<file path="config.mk">
export PLATFORM = sky130hd
export DESIGN_NAME = coo_dense_encoder
export DESIGN_NICKNAME = d
export VERILOG_FILES = /design/src/rtl/coo_dense_encoder.sv
export SDC_FILE = /design/constraint.sdc
export NUM_CORES = 1
export LEC_CHECK = 0
export CAP_MARGIN = 25
export CELL_PAD_IN_SITES_DETAIL_PLACEMENT = 1
export CELL_PAD_IN_SITES_GLOBAL_PLACEMENT = 1
export CORE_UTILIZATION = 36
export DETAILED_ROUTE_END_ITERATION = 10
export PLACE_DENSITY = 0.64
export SYNTH_ARGS = -nofsm -noshare
export SYNTH_HDL_FRONTEND = slang
export SYNTH_SLANG_ARGS = --single-unit
</file>
<file path="constraint.sdc">
create_clock -name clk -period 7.3 [get_ports clk]
set_input_delay 1.095 -clock clk [delete_from_list [all_inputs] [get_ports clk]]
set_output_delay 1.095 -clock clk [all_outputs]
set_load 0.03 [all_outputs]
</file>
<file path="src/rtl/coo_dense_encoder.sv">
// Dense row-major matrix to COO stream encoder.
// Buffers nonzeros, then emits a header {ROWS, COLS, nnz} and the entries.
module coo_dense_encoder #(
    parameter int ROWS    = 4,
    parameter int COLS    = 4,
    parameter int DATA_W  = 32,
    parameter int IDX_W   = 8,
    parameter int MAX_NNZ = 16
) (
    input  logic              clk,
    input  logic              rst_n,
    input  logic              in_valid,
    output logic              in_ready,
    input  logic [DATA_W-1:0] in_data,
    output logic              out_valid,
    input  logic              out_ready,
    output logic [IDX_W-1:0]  out_row,
    output logic [IDX_W-1:0]  out_col,
    output logic [DATA_W-1:0] out_val,
    output logic              out_hdr,
    output logic              out_last,
    output logic              overflow
);

    localparam int CNT_W = $clog2(MAX_NNZ + 1);
    localparam int AW    = (MAX_NNZ > 1) ? $clog2(MAX_NNZ) : 1;

    localparam logic [IDX_W-1:0] ROW_MAX = IDX_W'(ROWS - 1);
    localparam logic [IDX_W-1:0] COL_MAX = IDX_W'(COLS - 1);
    localparam logic [IDX_W-1:0] HDR_ROW = IDX_W'(ROWS);
    localparam logic [IDX_W-1:0] HDR_COL = IDX_W'(COLS);
    localparam logic [CNT_W-1:0] NNZ_MAX = CNT_W'(MAX_NNZ);
    localparam logic [CNT_W-1:0] ONE     = CNT_W'(1);

    typedef enum logic [1:0] {
        COLLECT  = 2'd0,
        EMIT_HDR = 2'd1,
        EMIT_ENT = 2'd2
    } state_t;

    state_t state;
    state_t state_nxt;

    logic [IDX_W-1:0] row_cnt;
    logic [IDX_W-1:0] col_cnt;
    logic [CNT_W-1:0] nnz;
    logic [CNT_W-1:0] nnz_nxt;
    logic [CNT_W-1:0] rd_ptr;
    logic [CNT_W-1:0] rd_ptr_inc;
    logic [CNT_W-1:0] last_ptr;
    logic [AW-1:0]    rd_idx;

    logic [IDX_W-1:0]  buf_row [MAX_NNZ];
    logic [IDX_W-1:0]  buf_col [MAX_NNZ];
    logic [DATA_W-1:0] buf_val [MAX_NNZ];

    logic in_fire;
    logic out_fire;
    logic elem_nz;
    logic at_end;
    logic store;
    logic drop;
    logic frame_done;

    logic              ov_nxt;
    logic              hdr_nxt;
    logic              last_nxt;
    logic [IDX_W-1:0]  row_nxt;
    logic [IDX_W-1:0]  col_nxt;
    logic [DATA_W-1:0] val_nxt;

    assign in_ready   = rst_n & (state == COLLECT);
    assign in_fire    = in_valid & in_ready;
    assign out_fire   = out_valid & out_ready;
    assign elem_nz    = (in_data != '0);
    assign at_end     = (row_cnt == ROW_MAX) && (col_cnt == COL_MAX);
    assign store      = in_fire & elem_nz & (nnz != NNZ_MAX);
    assign drop       = in_fire & elem_nz & (nnz == NNZ_MAX);
    assign frame_done = out_fire & out_last;

    assign nnz_nxt    = store ? nnz + ONE : nnz;
    assign rd_ptr_inc = rd_ptr + ONE;
    assign last_ptr   = nnz - ONE;

    // Prefetch address of the entry that follows the word on the bus.
    assign rd_idx = (state == EMIT_ENT) ? AW'(rd_ptr_inc) : '0;

    always_ff @(posedge clk) begin
        if (!rst_n) begin
            state <= COLLECT;
        end else begin
            state <= state_nxt;
        end
    end

    always_comb begin
        state_nxt = state;
        unique case (state)
            COLLECT: begin
                if (in_fire && at_end) begin
                    state_nxt = EMIT_HDR;
                end
            end
            EMIT_HDR: begin
                if (out_fire) begin
                    state_nxt = (nnz == '0) ? COLLECT : EMIT_ENT;
                end
            end
            EMIT_ENT: begin
                if (frame_done) begin
                    state_nxt = COLLECT;
                end
            end
            default: state_nxt = COLLECT;
        endcase
    end

    // Next value of the registered output word; holds unless a handshake
    // or the end of collection loads a new one.
    always_comb begin
        ov_nxt   = out_valid;
        hdr_nxt  = out_hdr;
        last_nxt = out_last;
        row_nxt  = out_row;
        col_nxt  = out_col;
        val_nxt  = out_val;
        unique case (state)
            COLLECT: begin
                if (in_fire && at_end) begin
                    ov_nxt   = 1'b1;
                    hdr_nxt  = 1'b1;
                    last_nxt = (nnz_nxt == '0);
                    row_nxt  = HDR_ROW;
                    col_nxt  = HDR_COL;
                    val_nxt  = DATA_W'(nnz_nxt);
                end
            end
            EMIT_HDR, EMIT_ENT: begin
                if (out_fire && out_last) begin
                    ov_nxt   = 1'b0;
                    hdr_nxt  = 1'b0;
                    last_nxt = 1'b0;
                    row_nxt  = '0;
                    col_nxt  = '0;
                    val_nxt  = '0;
                end else if (out_fire) begin
                    ov_nxt   = 1'b1;
                    hdr_nxt  = 1'b0;
                    row_nxt  = buf_row[rd_idx];
                    col_nxt  = buf_col[rd_idx];
                    val_nxt  = buf_val[rd_idx];
                    if (state == EMIT_HDR) begin
                        last_nxt = (nnz == ONE);
                    end else begin
                        last_nxt = (rd_ptr_inc == last_ptr);
                    end
                end
            end
            default: ;
        endcase
    end

    always_ff @(posedge clk) begin
        if (!rst_n) begin
            out_valid <= 1'b0;
            out_hdr   <= 1'b0;
            out_last  <= 1'b0;
            out_row   <= '0;
            out_col   <= '0;
            out_val   <= '0;
        end else begin
            out_valid <= ov_nxt;
            out_hdr   <= hdr_nxt;
            out_last  <= last_nxt;
            out_row   <= row_nxt;
            out_col   <= col_nxt;
            out_val   <= val_nxt;
        end
    end

    always_ff @(posedge clk) begin
        if (!rst_n) begin
            row_cnt  <= '0;
            col_cnt  <= '0;
            nnz      <= '0;
            rd_ptr   <= '0;
            overflow <= 1'b0;
        end else if (frame_done) begin
            row_cnt  <= '0;
            col_cnt  <= '0;
            nnz      <= '0;
            rd_ptr   <= '0;
            overflow <= 1'b0;
        end else begin
            if (in_fire) begin
                if (col_cnt == COL_MAX) begin
                    col_cnt <= '0;
                    row_cnt <= (row_cnt == ROW_MAX) ? '0 : row_cnt + 1'b1;
                end else begin
                    col_cnt <= col_cnt + 1'b1;
                end
            end
            if (store) begin
                nnz <= nnz_nxt;
            end
            if (drop) begin
                overflow <= 1'b1;
            end
            if (out_fire && state == EMIT_ENT) begin
                rd_ptr <= rd_ptr_inc;
            end
        end
    end

    // Entry storage needs no reset; nnz bounds every read.
    always_ff @(posedge clk) begin
        if (store) begin
            buf_row[AW'(nnz)] <= row_cnt;
            buf_col[AW'(nnz)] <= col_cnt;
            buf_val[AW'(nnz)] <= in_data;
        end
    end

endmodule
</file>
==> results of run 1 <==
[metal layers]
metal,up-vias,GRT usage (%),routed length (um)
met5,-,0,0
met4,0,5.66,2060
met3,139,2.90,4190
met2,527,34.0,46400
met1,10800,27.0,41900
li1,9078,-,-
[worst min-delay path by stage]
stage / startpoint / endpoint / depth (start not counted)
5_1_grt: out_col[4] / out_col[4] / 1
3_5_place_dp: out_val[9] / out_val[9] / 1
4_1_cts: out_val[20] / out_val[20] / 1
2_1_floorplan: rd_ptr[4] / rd_ptr[4] / 2
6_report: out_val[20] / out_val[20] / 1
3_3_place_gp: out_val[13] / out_val[13] / 1
[worst max-delay path: stages (launching register included)]
cell	delay [ns]
dfxtp_4	1.01
ha_1	0.37
xor2_1	0.63
and2_4	0.92
buf_4	0.50
a311oi_1	0.10
a311oi_1	0.45
a21oi_1	0.10
a22o_1	0.25
[stage by stage]
step	utilization (%)	cell area (um^2)	hold slack, ns	power [W]
3_5_place_dp	38.9	35800	0.469	0.00556
3_3_place_gp	38.8	35700	0.468	0.00555
6_report	42.2	38800	0.480	0.0101
4_1_cts	42.1	38800	0.487	0.0102
5_1_grt	42.2	38800	0.505	0.0103
2_1_floorplan	-	33500	0.470	0.00546
[registers in the layout (all words and copies together), names as in the netlist, 2 cells and up]
name and count:
buf_col 128, buf_row 128, rd_ptr 5, state 2, out_row 8, row_cnt 8
col_cnt 8, nnz 5, out_col 8, out_val 32, buf_val 512
[power by group through the flow]
stage               Combinational, W  Clock, W  Sequential (W)
finish                      0.000157   0.00463         0.00530
detailed placement          0.000157         0         0.00541
CTS                         0.000158   0.00471         0.00530
global route                0.000170   0.00487         0.00530
floorplan                  0.0000560         0         0.00540
global placement            0.000148         0         0.00541
[cells by family after synthesis]
logic type                 count (synthesis)  synth area share (%)
DFF                                      848                  73.5
adders and majority gates                 12                 0.448
AOI/OAI and AO/OA                        394                  8.80
muxes                                    115                  3.91
buffers and inverters                    167                  2.06
xor gates and xnor gates                  29                 0.757
and+or+nand+nor                          772                  10.5
[cell usage in the layout (no fill, tap or decap), types with 52 or more instances in the layout]
master,synthesis,routed
mux2i_1,94,94
edfxtp_1,768,768
a31oi_1,52,52
clkdlybuf4s50_1,0,88
a21oi_1,52,52
and2_1,84,82
clkbuf_16,0,91
nand3_1,114,114
a311oi_1,123,123
dfxtp_1,80,79
a211oi_1,85,84
nand2_1,467,465
[layout make-up]
cell class                      count  area, um^2
Timing Repair Buffer              122        1260
Clock buffer                      118        2430
Fill cell                        9245       53100
Tap cell                         1243        1560
Sequential cell                   848       24700
Inverter                            6        27.5
Clock inverter                     50         569
Multi-Input combinational cell   1322        8300
==> impl_metrics.tcl, run 1 <==
set metrics [dict create \
    cp-startpoint "rd_ptr[0]" \
    min_path_type "register to register" \
    reg2reg_to "out_val[6]" \
    grt-ovfl-total 0 \
    rsz0062_at_grt "false" \
    synth_seq_cells 848 \
    cts_tree "built" \
    syn-cell-area_mm2 0.0335 \
    grt_pass1_wl_um 141000 \
    avgViaCountPerCell 5.54 \
    ios 89 \
    p_clk_share_pct 45.9 \
    status "finished clean" \
    chipWidth_um 307 \
    die_h_um 307 \
    hold_viol_final 0 \
    slew_viol_final 0 \
    crit_arrival_ns 5.07 \
    startpoint_type "register" \
    finClkSkew_ns 0.0418 \
    diodes 0 \
    synthTopCellsByArea "edfxtp_1, nand2_1, dfxtp_1" \
    worst_pin_slew_ns 1.05 \
    peakVddDrop_mv 0.185 \
    power.internal_w 0.00803 \
    setup_ws_ns 2.76 \
    critical_path_class "register to register" \
    portBuffers 88 \
    async_flop_share_pct 0 \
    grt_pass1_vias 22000 \
    fin_crit_ns 4.54 \
    synth_top_cell_by_area "edfxtp_1" \
    grt_start_max_net_pins 151 \
    wl_per_cell_um 25.5 \
    reg2regPathDepth 8 \
    path_max_fanout 61 \
    synth_edf_count 768 \
    rows 111 \
    seqPwrFrac_pct 52.6 \
    dr.pass1.iters 5 \
    post_cts_buffers 0 \
    power_switching_share_pct 20.4 \
    antenna_found_initial 2 \
    place_inst 3538 \
    wl_um 94500 \
    syn-num-nets 2385 \
    finalSetupViolCount 0 \
    drive_gt1_share_pct 9.00 \
    r2r_slack_ns 2.76 \
    core_area_mm2 0.0919 \
    required_ns 7.84 \
    fin_cells 3709 \
    clk_pin_slew_worst_paths_ns 0.06 \
    numCtsBuffers 90 \
    post-route-period-util_pct 62.1 \
    ant_nets 0 \
    synth_top_area_share_pct 68.8 \
    start_util_pct 36.5 \
    drt_iter0_markers 1547 \
    fmax_ghz 0.220 \
    netSwitchingPower_w 0.00206 \
    share_comb_of_total_power_pct 1.6 \
    die-area_mm2 0.0944 \
    place_ws_ns 1.86 \
    grt_usage_pct 20.1 \
    area_delta_synth_final_pct 15.7 \
    fin_setup_tns_ns 0 \
    clockBufferDepth 3 \
    finalNetCount 2438 \
    clockRootBuffer "clkbuf_16" \
    p_leak_nw 12.5 \
    synth_flop_cell "edfxtp_1" \
    avgSynthCellArea_um2 14.4 \
    ctsResizeCount 0 \
    rr_startpoint "rd_ptr[0]" \
    relSlewSlack_pct 30.0 \
    synth_cell_type_count 50 \
    synth_common_cells "edfxtp_1, nand2_1, a311oi_1" \
    h-tree-depth 3 \
    finalWeightedCongestion 0.793 \
    syn_inst 2337 \
    route.detailed.drc 0 \
    end_kind "register" \
    cts_hold_buf 0 \
    endpoint "out_val[6]" \
    p_per_area_mw_per_mm2 260 \
    clk_latency_ns 0.67 \
    cap_violations 0 \
    yosysWarnings 0 \
    clkSinkCount 848 \
    vias 20500 \
    synth.most_common_cell "edfxtp_1" \
    dp_hpwl_um 48800 \
    yosysSeqAreaShare_pct 73.5 \
]
No activity file was read; power rests on OpenSTA's default activity.
==> run 2: changes to the inputs <==
clock period = 4.6 ns   (was 7.3 ns; I/O delays follow)
==> impl_metrics.tcl, run 2 (synthesis gave the netlist of run 1 again) <==
set metrics [dict create \
    finalWeightedCongestion 0.807 \
    cap_violations 0 \
    largestRegisters "buf_val x512, buf_col x128, buf_row x128" \
    h-tree-depth 3 \
    fmax_ghz 0.282 \
    peakVddDrop_mv 0.276 \
    finalSetupViolCount 0 \
    area_delta_synth_final_pct 17.5 \
    clk_pin_slew_worst_paths_ns 0.06 \
    p_clk_share_pct 46.1 \
    drt_iter0_markers 1533 \
    fin_setup_tns_ns 0 \
    worst_pin_slew_ns 1.09 \
    critical_path_class "input port to register" \
    dr.pass1.iters 5 \
    crit_slowest_cell "nor4_1" \
    p_per_area_mw_per_mm2 409 \
    cp_num_buf_inv 4 \
    wl_per_cell_um 25.8 \
    relSlewSlack_pct 27.4 \
    dp_hpwl_um 53600 \
    top_register "buf_val" \
    crit_top_cell "buf_4" \
    required_ns 4.95 \
    crit_chain "clkdlybuf4s50_1 -> nor4_1 -> buf_4 -> and4_1 -> a21oi_1 -> buf_4 -> and4b_4 -> buf_12" \
    portBuffers 88 \
    ant_nets 0 \
    share_comb_of_total_power_pct 1.7 \
    post-route-period-util_pct 77.0 \
    cts_hold_buf 0 \
    core_area_mm2 0.0919 \
    dr_wl_met2_um 47900 \
    ios 89 \
    status "finished clean" \
    fin_crit_ns 3.54 \
    hold_viol_final 0 \
    mostFrequentLayoutCell "edfxtp_1" \
    clkSinkCount 848 \
    crit_arrival_ns 3.90 \
    clk_latency_ns 0.65 \
    place_inst 3587 \
    finalNetCount 2488 \
    finClkSkew_ns 0.0278 \
    grt_start_max_net_pins 122 \
    avgViaCountPerCell 5.50 \
    drive_gt1_share_pct 10.7 \
    power.internal_w 0.0129 \
    wl_met3_um 3900 \
    rows 111 \
    cp_num_cells 8 \
    grt-ovfl-total 0 \
    fin_cells 3759 \
    rsz0062_at_grt "false" \
    grt_usage_pct 20.6 \
    cp_slowest_stage_delay_ns 0.90 \
    antenna_found_initial 2 \
    p_leak_nw 12.8 \
    wl_um 96900 \
    numCtsBuffers 91 \
    die_h_um 307 \
    seqPwrFrac_pct 52.2 \
    wl_met1_um 42700 \
    path_max_fanout 29 \
    ctsResizeCount 0 \
    route.detailed.drc 0 \
    power_switching_share_pct 20.1 \
    mostFrequentLayoutCells "edfxtp_1, nand2_1, a311oi_1" \
    critPathTopFamily "simple AND/OR/NAND/NOR gates" \
    diodes 0 \
    netSwitchingPower_w 0.00324 \
    grt_pass1_vias 22100 \
    clockRootBuffer "clkbuf_16" \
    chipWidth_um 307 \
    min_path_type "register to register" \
    grt_pass1_wl_um 144000 \
    reg2regPathDepth 7 \
    top_layer_used "met5" \
    clockBufferDepth 3 \
    startpoint_type "input port" \
    vias 20700 \
    fill_cells 9224 \
    hold_depth 1 \
    slew_viol_final 0 \
    die-area_mm2 0.0944 \
    start_util_pct 36.5 \
    cts_tree "built" \
    largest_reg_flops 512 \
    post_cts_buffers 0 \
    end_kind "register" \
]
==> run 2: power by group through the flow <==
stage                      logic, W  registers [W]  clock network (W)
after floorplan           0.0000889        0.00858                  0
after global placement     0.000267        0.00857                  0
after detailed placement   0.000277        0.00858                  0
after CTS                  0.000279        0.00841            0.00753
after global routing       0.000297        0.00841            0.00779
final                      0.000277        0.00841            0.00742
==> run 2: path summary, 6_finish.rpt <==
check | slack [ns] | startpoint | end
setup / recovery | 1.06 | in_data[11] | buf_val[6][24]
hold / removal | 0.48 | out_col[4] | out_col[4]
setup reg to reg | 1.09 | rd_ptr[1] | out_val[4]
hold reg to reg | 0.48 | out_col[4] | out_col[4]
==> run 2: worst register-to-register path: stages, from the launching register on <==
cell and delay (ns):
dfxtp_1 0.36, ha_1 0.23, xor2_1 0.75, and2_4 0.65, buf_4 0.53, mux4_2 0.38
a211oi_1 0.38, o31ai_1 0.12
==> run 2: cell type report <==
type,count,area [um^2],share of cell area (%)
multi-input cells,1322,8300,21.1
repair buffers,171,1840,4.67
flip-flops and latches,848,24700,62.6
well taps,1243,1560,3.95
clock inverters,49,567,1.44
clock buffers,120,2460,6.24
inverters,6,27.5,0.0698
==> run 2: layer usage <==
| layer | vias to the layer above | GRT usage, % |
|---|---|---|
| met5 | - | 0 |
| met4 | 2 | 5.69 |
| met3 | 142 | 2.61 |
| met2 | 498 | 35.1 |
| met1 | 10900 | 27.6 |
| li1 | 9171 | - |
==> run 2: metrics by stage <==
stage	setup slack [ns]	instance area [um^2]	total power (W)	hold slack, ns	util, %
2_1_floorplan	0.562	33500	0.00866	0.470	-
3_3_place_gp	0.536	36300	0.00884	0.466	39.4
3_5_place_dp	0.467	36300	0.00885	0.468	39.5
4_1_cts	1.13	39300	0.0162	0.487	42.8
5_1_grt	0.989	39400	0.0165	0.502	42.9
6_report	1.06	39400	0.0161	0.481	42.9
==> run 3: changes to the inputs <==
clock period = 3.6 ns   (was 4.6 ns; I/O delays follow)
==> impl_metrics.tcl, run 3 (synthesis gave the netlist of run 1 again) <==
set metrics [dict create \
    grt_start_max_net_pins 90 \
    finalSetupViolCount 0 \
    hp-start "out_col[0]" \
    postPlaceCellArea_mm2 0.0371 \
    grt_usage_pct 20.6 \
    chipWidth_um 307 \
    drive_gt1_share_pct 12.8 \
    fill_cells 9218 \
    rows 111 \
    power.internal_w 0.0160 \
    clockBufferDepth 3 \
    portBuffers 88 \
    ant_nets 0 \
    critical_path_class "register to register" \
    p_leak_nw 13.1 \
    top_register "buf_val" \
    setup_ws_ns 0.267 \
    peakVddDrop_mv 0.372 \
    finalNetCount 2555 \
    p_clk_share_pct 44.5 \
    clkSinkCount 848 \
    mostFrequentLayoutCell "edfxtp_1" \
    required_ns 4.19 \
    holdWs_ns 0.480 \
    route.detailed.drc 0 \
    hold_depth 1 \
    relSlewSlack_pct 31.9 \
    diodes 0 \
    final_area_mm2 0.0399 \
    p_per_area_mw_per_mm2 502 \
    largestRegisters "buf_val x512, buf_col x128, buf_row x128" \
    min_path_type "register to register" \
    core_area_mm2 0.0919 \
    status "finished clean" \
    numCtsBuffers 89 \
    seqPwrFrac_pct 53.6 \
    clockRootBuffer "clkbuf_16" \
    crit_arrival_ns 3.92 \
    die_h_um 307 \
    dp_hpwl_um 58700 \
    r2r_slack_ns 0.27 \
    antenna_found_initial 1 \
    share_comb_of_total_power_pct 1.9 \
    wl_um 97300 \
    dr.pass1.iters 7 \
    ios 89 \
    ctsResizeCount 0 \
    wl_per_cell_um 25.4 \
    netSwitchingPower_w 0.00403 \
    reg2regPathDepth 10 \
    largest_reg_flops 512 \
    clk_pin_slew_worst_paths_ns 0.06 \
    drt_iter0_markers 1538 \
    power_switching_share_pct 20.1 \
    rr_startpoint "state[0]" \
    fin_setup_tns_ns 0 \
    avgViaCountPerCell 5.49 \
    h-tree-depth 3 \
    cap_violations 0 \
    clk_latency_ns 0.65 \
    startpoint_type "register" \
    worst_pin_slew_ns 1.02 \
    reg2reg_to "out_val[28]" \
    slew_viol_final 0 \
    hold_viol_final 0 \
    cts_tree "built" \
    grt_pass1_wl_um 145000 \
    mostFrequentLayoutCells "edfxtp_1, nand2_1, a311oi_1" \
    area_delta_synth_final_pct 19.1 \
    fin_crit_ns 3.33 \
    path_max_fanout 24 \
    rsz0062_at_grt "false" \
    holdPathEnd "out_col[0]" \
    end_kind "register" \
    post_cts_buffers 0 \
    finalWeightedCongestion 0.788 \
    grt-ovfl-total 0 \
    cts_hold_buf 0 \
    post-route-period-util_pct 92.6 \
    grt_pass1_vias 22200 \
    vias 21000 \
    place_ws_ns 0.105 \
    fmax_ghz 0.300 \
    start_util_pct 36.5 \
    die-area_mm2 0.0944 \
    finClkSkew_ns 0.0254 \
]
## run 3: changes by cell type in the layout (fill, tap and decap cells not counted), moves of 2 or more
cell	delta
buf_4	+50
clkbuf_16	-2
buf_12	+24
buf_16	-4
clkinv_4	-2
clkbuf_8	+5
bufinv_16	-6
clkinvlp_4	+2
clkinv_1	+2
## run 3: cell type report
cell class                 instances  area, um^2  area share, %
clock buffer                     123        2480           6.20
sequential                       848       24700           61.7
timing repair buffer             240        2580           6.46
inverter                           6        25.0         0.0626
tap                             1243        1560           3.89
clock inverter                    42         340          0.852
multi-input combinational       1322        8300           20.8
## run 3: worst max-delay path by stage
stage	endpoint	startpoint
floorplan	buf_col[5][0]	rst_n
global placement	buf_val[7][9]	in_data[8]
detailed placement	buf_val[7][8]	in_data[18]
CTS	out_row[3]	state[0]
global route	out_val[28]	state[0]
finish	out_val[28]	state[0]
## run 3: metal layers
metal | track usage [%] | share of wire, %
met1 | 25.9 | 42
met2 | 35.6 | 50
met5 | 0 | 0
met3 | 3.21 | 4.5
met4 | 7.99 | 3.5
## run 3: critical path: stages, from the launching register on
cell,delay [ns]
dfxtp_1,0.33
inv_1,0.11
ha_1,0.77
nor2b_4,0.33
buf_12,0.22
buf_4,0.24
nand2_1,0.08
a311oi_1,0.37
a31oi_1,0.13
a21oi_1,0.47
a22o_1,0.20
## run 3: stage by stage
step,std cells,total power (W),utilization [%]
after floorplan,2337,0.0111,-
after global placement,3658,0.0113,40.4
after detailed placement,3659,0.0113,40.4
after CTS,3824,0.0202,43.5
after global routing,3824,0.0206,43.5
final,3824,0.0200,43.5
## run 3: power by group through the flow
stage               clock network [W]  logic, W  registers, W
finish                        0.00891  0.000387        0.0107
global route                  0.00943  0.000416        0.0107
CTS                           0.00909  0.000394        0.0107
detailed placement                  0  0.000392        0.0110
global placement                    0  0.000380        0.0110
floorplan                           0  0.000114        0.0110
